===== src/rtl/pipe_pkg.sv =====
// Shared definitions for the fetch/decode skid register: occupancy states
// and the NOP instruction that is presented when no entry is valid.
package pipe_pkg;

   typedef enum logic [1:0] {
      EMPTY = 2'd0,
      BUSY  = 2'd1,
      FULL  = 2'd2
   } state_t;

   localparam logic [31:0] NOP_INSTR = 32'h00000013;

endpackage


===== src/rtl/pipe_entry.sv =====
// One payload slot (instr, pc, pc_plus4) with load enable and synchronous clear.
module pipe_entry #(
   parameter int DATA_WIDTH = 32
) (
   input  logic                  clk,
   input  logic                  rst,
   input  logic                  load,
   input  logic                  clear,
   input  logic [DATA_WIDTH-1:0] d_instr,
   input  logic [DATA_WIDTH-1:0] d_pc,
   input  logic [DATA_WIDTH-1:0] d_pc_plus4,
   output logic [DATA_WIDTH-1:0] q_instr,
   output logic [DATA_WIDTH-1:0] q_pc,
   output logic [DATA_WIDTH-1:0] q_pc_plus4
);

   always_ff @(posedge clk or posedge rst) begin
      if (rst) begin
         q_instr    <= '0;
         q_pc       <= '0;
         q_pc_plus4 <= '0;
      end else if (clear) begin
         q_instr    <= '0;
         q_pc       <= '0;
         q_pc_plus4 <= '0;
      end else if (load) begin
         q_instr    <= d_instr;
         q_pc       <= d_pc;
         q_pc_plus4 <= d_pc_plus4;
      end
   end

endmodule


===== src/rtl/pipe_skid_reg.sv =====
// Two-entry fetch/decode skid buffer; in_ready depends on registered state only.
// Define PIPE_SKID_PERF_EN to add saturating stall/flush performance counters.
module pipe_skid_reg
   import pipe_pkg::*;
#(
   parameter int DATA_WIDTH = 32,
   parameter int CNT_WIDTH  = 16
) (
   input  logic                  clk,
   input  logic                  rst,
   input  logic                  flush,
   input  logic                  in_valid,
   output logic                  in_ready,
   input  logic [DATA_WIDTH-1:0] in_instr,
   input  logic [DATA_WIDTH-1:0] in_pc,
   input  logic [DATA_WIDTH-1:0] in_pc_plus4,
   output logic                  out_valid,
   input  logic                  out_ready,
   output logic [DATA_WIDTH-1:0] out_instr,
   output logic [DATA_WIDTH-1:0] out_pc,
   output logic [DATA_WIDTH-1:0] out_pc_plus4
`ifdef PIPE_SKID_PERF_EN
   ,
   output logic [CNT_WIDTH-1:0]  perf_stall_cnt,
   output logic [CNT_WIDTH-1:0]  perf_flush_cnt
`endif
);

   localparam logic [DATA_WIDTH-1:0] NOP_W = DATA_WIDTH'(NOP_INSTR);

   state_t state, state_next;
   logic   accept, consume;
   logic   main_load, main_from_skid, skid_load, clear_all;

   logic [DATA_WIDTH-1:0] main_instr, main_pc, main_pc_plus4;
   logic [DATA_WIDTH-1:0] skid_instr, skid_pc, skid_pc_plus4;

   assign in_ready  = (state != FULL);
   assign out_valid = (state != EMPTY);
   assign accept    = in_valid & in_ready;
   assign consume   = out_valid & out_ready;

   always_ff @(posedge clk or posedge rst) begin
      if (rst) state <= EMPTY;
      else     state <= state_next;
   end

   always_comb begin
      state_next     = state;
      main_load      = 1'b0;
      main_from_skid = 1'b0;
      skid_load      = 1'b0;
      clear_all      = 1'b0;
      if (flush) begin
         state_next = EMPTY;
         clear_all  = 1'b1;
      end else begin
         unique case (state)
            EMPTY: if (accept) begin
               state_next = BUSY;
               main_load  = 1'b1;
            end
            BUSY: begin
               if (accept && consume) begin
                  main_load = 1'b1;
               end else if (consume) begin
                  state_next = EMPTY;
               end else if (accept) begin
                  state_next = FULL;
                  skid_load  = 1'b1;
               end
            end
            FULL: if (consume) begin
               // The overflow entry moves up so the older-first order is kept.
               state_next     = BUSY;
               main_load      = 1'b1;
               main_from_skid = 1'b1;
            end
            default: state_next = EMPTY;
         endcase
      end
   end

   pipe_entry #(.DATA_WIDTH(DATA_WIDTH)) u_main (
      .clk        (clk),
      .rst        (rst),
      .load       (main_load),
      .clear      (clear_all),
      .d_instr    (main_from_skid ? skid_instr    : in_instr),
      .d_pc       (main_from_skid ? skid_pc       : in_pc),
      .d_pc_plus4 (main_from_skid ? skid_pc_plus4 : in_pc_plus4),
      .q_instr    (main_instr),
      .q_pc       (main_pc),
      .q_pc_plus4 (main_pc_plus4)
   );

   pipe_entry #(.DATA_WIDTH(DATA_WIDTH)) u_skid (
      .clk        (clk),
      .rst        (rst),
      .load       (skid_load),
      .clear      (clear_all),
      .d_instr    (in_instr),
      .d_pc       (in_pc),
      .d_pc_plus4 (in_pc_plus4),
      .q_instr    (skid_instr),
      .q_pc       (skid_pc),
      .q_pc_plus4 (skid_pc_plus4)
   );

   assign out_instr    = out_valid ? main_instr    : NOP_W;
   assign out_pc       = out_valid ? main_pc       : '0;
   assign out_pc_plus4 = out_valid ? main_pc_plus4 : '0;

`ifdef PIPE_SKID_PERF_EN
   // Both counters stick at all-ones instead of wrapping.
   always_ff @(posedge clk or posedge rst) begin
      if (rst) begin
         perf_stall_cnt <= '0;
         perf_flush_cnt <= '0;
      end else begin
         if (out_valid && !out_ready && !(&perf_stall_cnt))
            perf_stall_cnt <= perf_stall_cnt + CNT_WIDTH'(1);
         if (flush && (state != EMPTY) && !(&perf_flush_cnt))
            perf_flush_cnt <= perf_flush_cnt + CNT_WIDTH'(1);
      end
   end
`endif

endmodule


===== config.mk =====
export PLATFORM = sky130hd
export DESIGN_NAME = pipe_skid_reg
export DESIGN_NICKNAME = d
export VERILOG_FILES = /design/src/rtl/pipe_pkg.sv /design/src/rtl/pipe_entry.sv /design/src/rtl/pipe_skid_reg.sv
export SDC_FILE = /design/constraint.sdc
export NUM_CORES = 1
export LEC_CHECK = 0
export ABC_AREA = 1
export CAP_MARGIN = 5
export CORE_MARGIN = 2
export CORE_UTILIZATION = 55
export CTS_CLUSTER_DIAMETER = 100
export DETAILED_ROUTE_END_ITERATION = 12
export PLACE_DENSITY = 0.85
export RECOVER_POWER = 100
export SLEW_MARGIN = 15
export SYNTH_ARGS = -nofsm -noshare
export SYNTH_HDL_FRONTEND = slang
export SYNTH_SLANG_ARGS = --single-unit
export TNS_END_PERCENT = 30

===== constraint.sdc =====
create_clock -name clk -period 13.2 [get_ports clk]
set_input_delay 2.64 -clock clk [delete_from_list [all_inputs] [get_ports clk]]
set_output_delay 2.64 -clock clk [all_outputs]
set_load 0.01 [all_outputs]

==> impl_results.md <==
* Post-route setup TNS at 0 ps
* Die Ht at 134 microns
* Arrival time at the worst endpoint at 7670 ps
* Footprint of the multi-input gates at 0.00339 sq mm
* Largest net degree at the start of global routing at 117
* Overall routing resource usage at 26.3%
* Mapped Cells at 1265
* Worst-Margin Slew at 5030 ps
* Unique masters post-synth at 18
* Via density at 5.19
* Wire per inst at 14.3 microns
* Slew headroom at -237%
* CP endpoint kind: flip-flop
* RePlAce Congestion at 0.789
* Fin area at 0.0119 sq mm
* Area leader, netlist: dfrtp_1
* Starting Density at 56.3%
* Slew Viols, Final at 315
* Initial antenna violation count at 0
* Worst Skew at 10.5 ps
* First-pass GRT wire length at 38500 microns
* PortBufs at 198
* Layout area overhead at 27.5%
* Die X at 134 microns
* CP required at 13520 ps
* #FFs+latches synth at 194
* Crit path max fanout at 98
* Reg clk slew, reported paths at 70 ps
* Main synth FF type: dfrtp_1
* Failing checks: capacitance limit, slew limit
* Vias at 8511
* Pre-CTS WS at 7760 ps
* DRC errors left at 0
* Max clock buf depth at 2
* Post-layout nets at 1509
* Warnings, synthesis at 0
* Final setup viols at 0
* Post-synth EDFFs at 0
* Max frequency at 136 MHz
* CTS tree: done
* Maxcap violations at 4
* Count leader, synth: nand2_1
* Register Area at 0.00485 sq mm
* Die footprint at 0.0180 sq mm
* Initial DRT Pass Iterations at 5
* Syn avg cell area at 7.39 sq um
* Setup slack after layout at 5850 ps
* Synth top cells by count: nand2_1, inv_1, dfrtp_1
* H-tree levels at 4
* CTS sink cnt at 194
* Pwr Density at 119 mW/mm^2
* Leak pwr at 0.00593 uW
* Fin. Hold Viols at 0
* RSZ-0062 raised after global routing: no
* Top cells by area, synth: dfrtp_1, nand2_1, o21ai_0
* Final ANT Viol Nets at 0
* CTS root buf: clkbuf_16
* Post-CTS setup buffer count at 0
* Worst hold path type: flip-flop to flip-flop
* Clock buffer count from CTS at 17
* Number of filler cells placed in the layout at 1270
* Vias in the first global route at 7975
* Startpoint class of the critical path: primary input
* Drt total wl at 23400 microns
* Diode count at 0
* DP Area at 0.0113 sq mm
* Core Box Area at 0.0166 sq mm
* Synth top area share at 52.0%
* Cts hold-fix bufs at 0
* Register area share after synthesis at 52.0%
* Maximum vdd ir drop at 0.0000888 V
* Row Count at 47
* Kind of critical path: primary input to flip-flop
* Post-cts resize count at 0
* Syn_nets at 1366
* Asr flop ratio synth at 100%
* Global route total overflow at 0
* Tmin final at 7350 ps
* Outcome: finished with violations
* Final worst path period share at 55.7%
* Syn Std Cell Area at 0.00934 sq mm
* HPWL after DPL at 13700 microns
* IO Count at 199
* Layout cells sized above 1 at 3.45%
* Number of DRC markers in iteration 0 at 793
* Final hold slack at 507 ps
* Clock Latency Late Sink at 430 ps
cells in the final DEF, fill, tap and decap left out, drive strengths merged:
cell / synthesis / layout
nand2: 395 / 395
bufinv: 0 / 3
clkbuf: 41 / 21
or2: 3 / 3
nor2: 99 / 99
nand4: 2 / 2
clkdlybuf4s50: 0 / 99
inv: 197 / 201
clkinv: 0 / 2
dfrtp: 194 / 194
o21ai: 194 / 194
nand3: 99 / 99
buf: 41 / 5
dlygate4sd3: 0 / 99
clkinvlp: 0 / 5
state kept, by name, indices dropped and copies added, names as in the netlist:
name and flops:
u_skid.q_instr 32, u_main.q_pc_plus4 32, u_skid.q_pc_plus4 32, u_skid.q_pc 32
u_main.q_pc 32, u_main.q_instr 32, state 2
cell families after synthesis:
group                  share of synthesized area [%]
and+or+nand+nor                                 25.6
DFF                                             52.0
AOI/OAI and AO/OA                               10.4
buffers and inverters                           12.0
power by group:
part / switching (uW) / total, uW / internal, uW
registers: 19.4 / 650 / 631
clock network: 236 / 543 / 307
logic: 133 / 219 / 85.9
total: 389 / 1410 / 1020
critical path, stage by stage:
cell and delay, ps:
dlygate4sd3_1 670, clkinvlp_2 110, clkbuf_1 3310, nand2_2 0, buf_4 560, o21ai_0 350
worst paths after layout:
check                                                  from                           endpoint  slack, ps  cells after the start
worst max register to register         state[1]$_DFFE_PP0P_        u_main.q_pc[18]$_DFFE_PP0P_       8870                      9
worst max-delay path                                  flush  u_skid.q_pc_plus4[27]$_DFFE_PP0P_       5850                      6
worst min-delay path            u_main.q_pc[20]$_DFFE_PP0P_        u_main.q_pc[20]$_DFFE_PP0P_        510                      2
worst min register to register  u_main.q_pc[20]$_DFFE_PP0P_        u_main.q_pc[20]$_DFFE_PP0P_        510                      2
max in group asynchronous                               rst               state[0]$_DFFE_PP0P_       6440                      3
min in group asynchronous                               rst        u_skid.q_pc[29]$_DFFE_PP0P_       4210                      2
routing by layer:
layer / wire length [microns] / track usage (%) / up-vias / part of all wire, %
li1: - / - / 4124 / -
met1: 9870 / 34.9 / 4016 / 42
met2: 11600 / 43.5 / 325 / 49
met3: 1290 / 3.82 / 46 / 5.5
met4: 668 / 11.1 / 0 / 2.9
met5: 0 / 0 / - / 0
cell type report:
cell class / instances / area share, %
Sequential cell: 194 / 40.8
Clock buffer: 18 / 3.69
Tap cell: 220 / 2.31
Timing Repair Buffer: 206 / 17.1
Clock inverter: 14 / 1.47
Multi-Input combinational cell: 792 / 28.5
Inverter: 197 / 6.23
per-stage QoR:
stage | total power [uW] | utilization [%] | std cells
after global routing | 1470 | 71.8 | 1641
after detailed placement | 888 | 68.2 | 1609
after floorplan | 783 | - | 1265
after CTS | 1430 | 71.9 | 1641
final | 1410 | 71.8 | 1641
after global placement | 882 | 68.2 | 1609
Note: power is estimated with default switching activity, not from simulation.
